File: config.mk
export PLATFORM = sky130hd
export DESIGN_NAME = floor_tracker
export DESIGN_NICKNAME = d
export VERILOG_FILES = /design/src/rtl/floor_tracker_pkg.sv /design/src/rtl/floor_tracker_divider.sv /design/src/rtl/floor_tracker.sv
export SDC_FILE = /design/constraint.sdc
export NUM_CORES = 1
export LEC_CHECK = 0
export CAP_MARGIN = 5
export CORE_MARGIN = 3
export CORE_UTILIZATION = 61
export CTS_CLUSTER_DIAMETER = 120
export DETAILED_ROUTE_END_ITERATION = 7
export PLACE_DENSITY = 0.78
export SLEW_MARGIN = 20
export SYNTH_ARGS = -nofsm -noshare
export SYNTH_HDL_FRONTEND = slang
export SYNTH_HIERARCHICAL = 1
export SYNTH_SLANG_ARGS = --single-unit
File: constraint.sdc
create_clock -name clk -period 8.7 [get_ports clk]
set_clock_uncertainty 0.05 [all_clocks]
set_input_delay 1.74 -clock clk [delete_from_list [all_inputs] [get_ports clk]]
set_output_delay 1.74 -clock clk [all_outputs]
set_load 0.02 [all_outputs]
File: src/rtl/floor_tracker_pkg.sv
// Shared encodings for the floor tracker: FSM states and direction codes.
package floor_tracker_pkg;

    typedef enum logic [1:0] {
        S_IDLE,
        S_CAP,
        S_DIV,
        S_CLASS
    } state_t;

    localparam logic [1:0] DIR_NONE = 2'b00;
    localparam logic [1:0] DIR_UP   = 2'b01;
    localparam logic [1:0] DIR_DOWN = 2'b10;

endpackage

File: src/rtl/floor_tracker_divider.sv
// Maps a latched distance to a floor band by repeated subtraction of FLOOR_CM.
// Results are held from one done pulse until the next start.
module floor_divider #(
    parameter int BASE_CM    = 5,
    parameter int FLOOR_CM   = 20,
    parameter int TOL_CM     = 3,
    parameter int NUM_FLOORS = 4
) (
    input  logic        clk,
    input  logic        rst_n,
    input  logic        start,
    input  logic [15:0] d,
    output logic        done,
    output logic [2:0]  q,
    output logic        in_band,
    output logic        oor
);

    localparam logic [16:0] TOL17   = 17'(TOL_CM);
    localparam logic [16:0] BASE17  = 17'(BASE_CM);
    localparam logic [16:0] FLOOR17 = 17'(FLOOR_CM);
    localparam logic [16:0] BAND17  = 17'(2 * TOL_CM);
    localparam logic [2:0]  QMAX    = 3'(NUM_FLOORS - 1);

    logic [16:0] d_ext;
    logic [16:0] x;
    logic [2:0]  q_work;
    logic        busy;

    // 17 bits so distance=16'hFFFF plus tolerance cannot wrap.
    assign d_ext = {1'b0, d} + TOL17;

    always_ff @(posedge clk or negedge rst_n) begin
        if (!rst_n) begin
            x       <= '0;
            q_work  <= '0;
            busy    <= 1'b0;
            done    <= 1'b0;
            q       <= '0;
            in_band <= 1'b0;
            oor     <= 1'b0;
        end else begin
            done <= 1'b0;
            if (start) begin
                if (d == 16'd0 || d_ext < BASE17) begin
                    oor     <= 1'b1;
                    in_band <= 1'b0;
                    q       <= '0;
                    done    <= 1'b1;
                    busy    <= 1'b0;
                end else begin
                    x      <= d_ext - BASE17;
                    q_work <= '0;
                    busy   <= 1'b1;
                end
            end else if (busy) begin
                if (x >= FLOOR17 && q_work < QMAX) begin
                    x      <= x - FLOOR17;
                    q_work <= q_work + 3'd1;
                end else begin
                    busy    <= 1'b0;
                    done    <= 1'b1;
                    q       <= q_work;
                    in_band <= (x <= BAND17);
                    oor     <= (x > BAND17) && (q_work == QMAX);
                end
            end
        end
    end

endmodule

File: src/rtl/floor_tracker.sv
// Periodically samples the sensor distance, classifies it into a floor band and
// debounces the result into an accepted floor with arrival/direction/motion flags.
module floor_tracker
    import floor_tracker_pkg::*;
#(
    parameter int SAMPLE_CYCLES = 1_200_000,
    parameter int BASE_CM       = 5,
    parameter int FLOOR_CM      = 20,
    parameter int TOL_CM        = 3,
    parameter int NUM_FLOORS    = 4,
    parameter int CONFIRM       = 3
) (
    input  logic        clk,
    input  logic        rst_n,
    input  logic [15:0] distance,
    output logic [2:0]  floor,
    output logic        floor_valid,
    output logic        arrive,
    output logic [1:0]  dir,
    output logic        moving,
    output logic        out_of_range
);

    localparam int             TW    = (SAMPLE_CYCLES > 1) ? $clog2(SAMPLE_CYCLES) : 1;
    localparam logic [TW-1:0]  TMAX  = TW'(SAMPLE_CYCLES - 1);
    localparam logic [3:0]     CONF4 = 4'(CONFIRM);

    state_t        state;
    logic [TW-1:0] timer;
    logic          tick;
    logic [15:0]   cap;
    logic          start;
    logic [2:0]    cand;
    logic [3:0]    count;
    logic [3:0]    next_count;
    logic          div_done;
    logic [2:0]    div_q;
    logic          div_in_band;
    logic          div_oor;

    assign tick = (timer == TMAX);

    always_ff @(posedge clk or negedge rst_n) begin
        if (!rst_n) timer <= '0;
        else        timer <= tick ? '0 : timer + 1'b1;
    end

    floor_divider #(
        .BASE_CM   (BASE_CM),
        .FLOOR_CM  (FLOOR_CM),
        .TOL_CM    (TOL_CM),
        .NUM_FLOORS(NUM_FLOORS)
    ) u_div (
        .clk    (clk),
        .rst_n  (rst_n),
        .start  (start),
        .d      (cap),
        .done   (div_done),
        .q      (div_q),
        .in_band(div_in_band),
        .oor    (div_oor)
    );

    always_comb begin
        next_count = 4'd1;
        if (div_q == cand) next_count = (count >= CONF4) ? CONF4 : count + 4'd1;
    end

    always_ff @(posedge clk or negedge rst_n) begin
        if (!rst_n) begin
            state        <= S_IDLE;
            cap          <= '0;
            start        <= 1'b0;
            cand         <= '0;
            count        <= '0;
            floor        <= '0;
            floor_valid  <= 1'b0;
            arrive       <= 1'b0;
            dir          <= DIR_NONE;
            moving       <= 1'b0;
            out_of_range <= 1'b0;
        end else begin
            start  <= 1'b0;
            arrive <= 1'b0;
            case (state)
                S_IDLE: if (tick) begin
                    cap   <= distance;
                    state <= S_CAP;
                end
                // The sensor register lives in a slower domain; accept only a value
                // seen unchanged on two consecutive cycles.
                S_CAP: begin
                    if (distance == cap) begin
                        start <= 1'b1;
                        state <= S_DIV;
                    end else begin
                        cap <= distance;
                    end
                end
                S_DIV: if (div_done) state <= S_CLASS;
                S_CLASS: begin
                    state <= S_IDLE;
                    if (div_oor) begin
                        out_of_range <= 1'b1;
                        moving       <= 1'b0;
                        count        <= '0;
                    end else if (!div_in_band) begin
                        out_of_range <= 1'b0;
                        moving       <= 1'b1;
                        count        <= '0;
                    end else begin
                        out_of_range <= 1'b0;
                        cand         <= div_q;
                        count        <= next_count;
                        if (next_count == CONF4) begin
                            moving <= 1'b0;
                            if (!floor_valid || div_q != floor) begin
                                floor       <= div_q;
                                floor_valid <= 1'b1;
                                arrive      <= 1'b1;
                                if (!floor_valid)       dir <= DIR_NONE;
                                else if (div_q > floor) dir <= DIR_UP;
                                else                    dir <= DIR_DOWN;
                            end
                        end
                    end
                end
                default: state <= S_IDLE;
            endcase
        end
    end

endmodule

; Word-level counts from Yosys, hierarchy flattened
; Cells that the tools add are included.
[totals]
register_bits = 83
out_inout_bits = 9
[op_classes]
addsub = 6
magnitude_cmp = 7
eq_ne = 17
mux = 53
bitwise = 1
n_reduce_logical = 17
[ops]
columns = op, count
row1 = $mux W17, 4
row2 = $mux W16, 2
row3 = $pmux W16 S2, 1
row4 = $mux W1, 27
row5 = $mux W3, 8
row6 = $add A21 B1 Y21 const B, 1
row7 = $eq A21 B21 Y1 const B, 1
row8 = $mux W21, 1
row9 = $add A16 B2 Y17 const B, 1
row10 = $ge A17 B5 Y1 const B, 1
row11 = $gt A17 B3 Y1 const B, 1
row12 = $le A17 B3 Y1 const B, 1
row13 = $lt A17 B3 Y1 const B, 1
row14 = $sub A17 B3 Y17 const B, 1
row15 = $sub A17 B5 Y17 const B, 1
row16 = $eq A16 B16 Y1, 1
row17 = $logic_not A16 Y1, 1
row18 = $mux W4, 4
row19 = $reduce_and A3 Y1, 5
row20 = $mux W2, 5
row21 = $ne A2 B2 Y1 const B, 5
row22 = $pmux W2 S4, 1
row23 = $reduce_bool A2 Y1, 3
row24 = $reduce_and A5 Y1, 1
row25 = 19 further kinds, 23

; Longest topological paths before layout
; Gate-level depths: netlist of the first run.
[depth]
ltp_word = 8
ltp_mapped = 13
ltp_nobuf = 9

; By module
; The synthesis of the first run kept the hierarchy.
[modules_own_cells]
columns = module, n_inst, cells_per_inst, area_each_um2, seq_area_each_um2
row1 = floor_tracker, 1, 237, 2792.7, 1401.3
row2 = floor_divider, 1, 316, 2519.9, 675.6

; Worst setup path after synthesis of the first run
; OpenSTA, ideal clock, no wires.
[synth_path]
kind = input to register
start = in distance[10]
end = reg cap[0]
setup_ps = 125
arrival_time_ps = 3080
required_ps = 8525
setup_slack_ps = 5445
cell_stages = 6
cell_sequence = xnor2_1 nand4_1 nor4_2 a22oi_4 buf_12 mux2_4
[synth_via]
elab_chain_cells = 3
[synth_rtl]
columns = item, line_no
row1 = from (decl), floor_tracker.sv:15  ; input logic [15:0] distance,
row2 = $eq A16 B16 Y1, floor_tracker.sv:93  ; if (distance == cap) begin
row3 = $ne A2 B2 Y1 (no line), -
row4 = $reduce_and A3 Y1 (no line), -
row5 = to (signal assigned), floor_tracker.sv:87  ; cap <= distance;
row6 = to (signal assigned), floor_tracker.sv:97  ; cap <= distance;
row7 = to (decl), floor_tracker.sv:31  ; logic [15:0] cap;
; Every way passes these cells.
; A chain may end at the register's enable or synchronous reset.

; Worst setup path in the final report of the first run
[layout_path]
start = reg cap[0]
end = reg u_div.x[16]
[layout_via]
elab_chain_cells = 5
elab_cells_between_ends = 9
[layout_rtl]
columns = item, line_no
row1 = $add A16 B2 Y17, floor_tracker_divider.sv:31  ; assign d_ext = {1'b0, d} + TOL17;
row2 = $lt A17 B3 Y1, floor_tracker_divider.sv:45  ; if (d == 16'd0 || d_ext < BASE17) begin
row3 = $logic_or A1 B1 Y1, floor_tracker_divider.sv:45
row4 = $ne A2 B2 Y1 (no line), -
row5 = $reduce_and A3 Y1 (no line), -
row6 = to (signal assigned), floor_tracker_divider.sv:52  ; x <= d_ext - BASE17;
row7 = to (signal assigned), floor_tracker_divider.sv:58  ; x <= x - FLOOR17;
row8 = to (decl), floor_tracker_divider.sv:26  ; logic [16:0] x;
; Parallel ways exist; a longest one is shown, timed or not. The select of a mux whose other input is x is not followed.

==> impl_metrics.toml, run 1 <==
[worst_setup_path]
critPathMaxStageDelay_ns = 0.80
required_ns = 8.90
path_cells = "inv_1 > ha_1 > nand4b_1 > nor3_1 > xor2_1 > nor4_2 > a41oi_2 > nor2_1 > a221o_1"
crit_type = "reg -> reg"
end_kind = "flip-flop"
worstPathArrival_ns = 4.22
cp_max_fo = 18
reg2reg_slack_ns = 4.68
start_kind = "flip-flop"
slowest_stage = "a41oi_2"

[pwr]
powerDensity_mw_per_mm2 = 127
total_power_uw = 732
power_leakage_nw = 2.42
peakVddDrop_mv = 0.0991

[die]
core_mm2 = 0.00834
ios = 27
rows = 33
die_w_um = 99.3
floorplan.initialDensity_pct = 63.7
dieArea_mm2 = 0.00986
die_height_um = 99.3

[timing]
final.setup.worst_slack_ns = 4.68
grt_setup_unrepaired = "no"
fin_setup_tns_ns = 0
timing.final.crit_period_ns = 4.02
post-route-period-util_pct = 46.2
timing.hold.ws_ns = 0.418
max_freq_mhz = 249
worstMarginPinSlew_ns = 0.895
slew_headroom_pct = 40.4
hold_viol_final = 0
finalSetupViolations = 0
maxSlewViolCount = 0

[detailed_routing]
wl_per_cell_um = 16.5
vias_per_cell = 6.29
final_antenna_net_count = 0
drt_wl_total_um = 11200
dr.pass1.iters = 7
drc = 0
via_count = 4250
drt_iter0_drc = 257

[finish]
nets = 600
nFillCells = 651
drive_gt1_share_pct = 12.3
final_core_util_pct = 69.2
syn_to_final_growth_pct = 8.62
antenna_cells = 0

[clocking]
cts_resized = 0
clk_latency_ns = 0.37
cts_hold_buf = 0
cts-root-buf = "clkbuf_8"
numCtsBuffers = 9
clkSinkCount = 83
cts_setup_buffers = 0
clockBufferDepth = 2
htree_levels = 3
cts_tree = "yes"
path_clk_slew_ns = 0.09

[yosys]
synth_cell_types = 80
async_reset_ff_share_pct = 100
ys_warn_count = 6
synth_area_leaders = "dfrtp_1 39%, xnor2_1 6.4%, ha_1 3.8%, xor2_1 3.1%, nand3_1 3.0%"
synthFlopType = "dfrtp_1"
synth.avg_cell_area_um2 = 9.61
netlist_instances = 553
syn_nets = 587
synth_top_area_share_pct = 39.1
syn_area_mm2 = 0.00531
seq_area_frac_synth_pct = 39.1
ys_seq_elements = 83
yosysTopAreaCell = "dfrtp_1"
synth_most_common_cell = "dfrtp_1"
synth_edf_count = 0
synthTopCellsByCount = "83 x dfrtp_1, 39 x nand2_1, 39 x xnor2_1"

[hold_path]
hp-class = "reg -> reg"

[status]
outcome = "finished, final reports clean"

[global_route]
grt_pass1_wl_um = 19700
grt_pass1_vias = 4076
globalRouteOverflowTotal = 0
antenna_found_initial = 0
grt_use_total_pct = 24.3
grt_start_max_net_pins = 84

[flow_run]
cap_violations = 0

[place]
gp_congestion = 0.897
pre_cts_slack_ns = 4.69
io_buffers = 26
dp_hpwl_um = 7850
[per-stage QoR]
| stage | cell area [um2] | cells |
|---|---|---|
| floorplan | 5310 | 553 |
| finish | 5770 | 676 |
| CTS | 5770 | 676 |
| detailed placement | 5580 | 660 |
| global route | 5770 | 676 |
| global placement | 5580 | 660 |
[area by class of cell]
cell class                      instances  area, um2  share of cell area, %
Multi-Input combinational cell        413       2980                   51.6
Clock inverter                          7       65.1                   1.13
Tap cell                              105        131                   2.28
Timing Repair Buffer                   28        277                   4.79
Clock buffer                            9        124                   2.15
Sequential cell                        83       2080                   36.0
Inverter                               31        116                   2.02
[final timing paths]
path / startpoint / end / cells after the start
setup / recovery: cap[0]$_DFFE_PN0P_ / u_div/x[16]$_DFFE_PN0P_ / 9
hold / removal: timer[0]$_DFF_PN0_ / timer[0]$_DFF_PN0_ / 1
setup reg to reg: cap[0]$_DFFE_PN0P_ / u_div/x[16]$_DFFE_PN0P_ / 9
hold reg to reg: timer[0]$_DFF_PN0_ / timer[0]$_DFF_PN0_ / 1
max in group asynchronous: rst_n / cap[2]$_DFFE_PN0P_ / 1
min in group asynchronous: rst_n / u_div/x[12]$_DFFE_PN0P_ / 1
[state kept, by name (all words and copies together) (netlist names), 2 cells and up]
| signal | count |
|---|---|
| u_div/q | 3 |
| count | 4 |
| dir | 2 |
| u_div/x | 17 |
| cand | 3 |
| u_div/q_work | 3 |
| floor | 3 |
| state | 2 |
| cap | 16 |
| timer | 21 |
[power breakdown]
part,internal (mW),leakage (nW),switching [mW]
Combinational,0.0287,1.21,0.0313
Clock,0.111,0.0947,0.159
Sequential,0.389,1.11,0.0120
Total,0.529,2.42,0.203
[cells in the final DEF, fill, tap and decap left out, types with 19 or more instances in the layout]
master / synthesis / layout
xnor2_1: 39 / 39
nor2_1: 33 / 33
nor3_1: 19 / 19
xor2_1: 19 / 19
dfrtp_1: 83 / 83
o21ai_0: 20 / 20
clkdlybuf4s50_1: 0 / 25
nand3_1: 32 / 32
inv_1: 31 / 31
nand2_1: 39 / 39
[per-layer routing]
metal	part of all wire [%]	global-route usage, %	up-vias	wire length [um]
met1	47	35.2	2083	5240
li1	-	-	2039	-
met4	1.4	6.83	0	153
met3	5.3	4.07	15	589
met5	0	0	-	0
met2	46	38.0	113	5190
[critical path, delay by kind of cell (launching register included)]
kind,cells,cell delay (ns)
flops,1,0.67
buf+inv,1,0.14
simple gates,4,1.04
xor+xnor,1,0.42
compound gates,2,1.19
fa+ha+maj,1,0.39
[cell families after synthesis]
family	share of synthesized area [%]
buffers and inverters	5.02
flip-flops	39.1
AND/OR/NAND/NOR	22.3
adder cells (fa/ha/maj)	3.77
AO/OA/AOI/OAI	14.3
XOR/XNOR	9.56
multiplexers	5.96
Power figures use the tool's default switching activity.
==> run 2: changes to the inputs <==
- clock period: 8.7 -> 3.8 ns (I/O delays scaled with it)
==> run 2 against run 1 <==
Against the previous run: sequential power increased by 130%; sequential cell count stayed put; utilization up 1.1 points; register-to-register slack got worse by 4.1 ns; hold slack worse by 0.045 ns; non-clock buffer count rose by 8; global-route usage decreased by 0.19 points; clock power rose to 2.5 times the previous value; cell count grew 1.2%; wire length fell by 0.23%.
==> impl_metrics.toml, run 2 (synthesis gave the netlist of run 1 again) <==
[finish]
reg.largest.list = "timer x21, u_div/x x17, cap x16"
design_area_mm2 = 0.00586
nets = 608
antenna_cells = 0
largest_reg_flops = 21
stdcell_count = 684
layout_common_cells = "83 x dfrtp_1, 39 x nand2_1, 39 x xnor2_1"
seqCellArea_mm2 = 0.00208
syn_to_final_growth_pct = 10.3
drive_gt1_share_pct = 13.5
final_core_util_pct = 70.3
final_common_cell = "dfrtp_1"
largest_register = "timer"
multiInputGateArea_mm2 = 0.00298
nFillCells = 616

[timing]
timing.final.crit_period_ns = 3.18
max_freq_mhz = 314
hold_viol_final = 0
fin_setup_tns_ns = 0
post-route-period-util_pct = 83.7
timing.hold.ws_ns = 0.373
finalSetupViolations = 0
grt_setup_unrepaired = "no"
final.setup.worst_slack_ns = 0.620
maxSlewViolCount = 0
slew_headroom_pct = 49.6
worstMarginPinSlew_ns = 0.750

[worst_setup_path]
r2r_cells = 7
required_ns = 4.01
cp_max_fo = 29
end_kind = "flip-flop"
worstPathArrival_ns = 3.39
crit_type = "reg -> reg"
start_kind = "flip-flop"
slowest_stage = "dfrtp_1"
critPathMaxStageDelay_ns = 0.69
path_cells = "nand4b_1 > nor3_1 > mux2i_1 > o211ai_1 > o41ai_4 > buf_12 > mux2_2"
reg2reg_slack_ns = 0.62

[clocking]
cts_setup_buffers = 0
cts_tree = "yes"
clkSinkCount = 83
clockBufferDepth = 2
cts_resized = 0
numCtsBuffers = 9
htree_levels = 3
cts-root-buf = "clkbuf_8"
clk_latency_ns = 0.38
cts_hold_buf = 0
path_clk_slew_ns = 0.09

[detailed_routing]
drc = 0
via_count = 4239
wl_per_cell_um = 16.3
final_antenna_net_count = 0
drt_iter0_drc = 215
drt_wl_total_um = 11200
dr.pass1.iters = 5
vias_per_cell = 6.20

[place]
place_area_mm2 = 0.00565
dp_hpwl_um = 7920
io_buffers = 26
pre_cts_slack_ns = 0.645
dp_cells = 668
gp_congestion = 0.883

[global_route]
grt_pass1_vias = 4022
grt_pass1_wl_um = 19300
grt_use_total_pct = 24.1
antenna_found_initial = 0
globalRouteOverflowTotal = 0
grt_start_max_net_pins = 84

[pwr]
total_power_mw = 1.74
power_leakage_nw = 2.47
powerDensity_mw_per_mm2 = 297
peakVddDrop_mv = 0.179

[die]
rows = 33
floorplan.initialDensity_pct = 63.7
ios = 27
die_w_um = 99.3
core_mm2 = 0.00834
die_height_um = 99.3
dieArea_mm2 = 0.00986

[flow_run]
cap_violations = 0

[status]
outcome = "finished, final reports clean"

[hold_path]
hp-class = "in -> async"
-- run 2: cell types whose count changed in the layout (fill, tap and decap cells not counted) --
cell / delta
clkinv_4: -1
inv_6: -1
bufinv_16: +1
buf_12: +1
buf_4: +7
clkinv_2: +1
-- run 2: cell type report --
type	instances	area share, %
clock buffers	9	2.11
clock inverters	7	1.41
inverters	31	1.99
multi-input cells	413	50.9
flip-flops and latches	83	35.4
well taps	105	2.24
repair buffers	36	5.96
-- run 2: path summary, 6_finish.rpt --
kind,startpoint,endpoint
min,rst_n,u_div/x[12]$_DFFE_PN0P_
max,cap[3]$_DFFE_PN0P_,u_div/q_work[0]$_DFFE_PN0P_
min reg2reg,timer[0]$_DFF_PN0_,timer[0]$_DFF_PN0_
min in group clk,timer[0]$_DFF_PN0_,timer[0]$_DFF_PN0_
max reg2reg,cap[3]$_DFFE_PN0P_,u_div/q_work[0]$_DFFE_PN0P_
max in group asynchronous,rst_n,timer[14]$_DFF_PN0_
-- run 2: per-layer routing --
layer / part of all wire, % / global-route usage, % / vias to the layer above
met5: 0 / 0 / -
met4: 1.6 / 8.51 / 0
met3: 5.7 / 4.14 / 19
met2: 45 / 36.6 / 136
met1: 48 / 35.0 / 2032
li1: - / - / 2052
-- run 2: critical path, delay by kind of cell, from the launching register on --
family / cells / cell delay [ns]
and+or+nand+nor: 2 / 0.82
DFF: 1 / 0.69
muxes: 2 / 0.66
AOI/OAI and AO/OA: 2 / 0.61
buffers and inverters: 1 / 0.22
-- run 2: where the power goes --
group	total [mW]	switching, mW	internal [mW]
registers	0.915	0.0237	0.891
clock network	0.680	0.363	0.316
logic	0.145	0.0757	0.0690
total	1.74	0.463	1.28
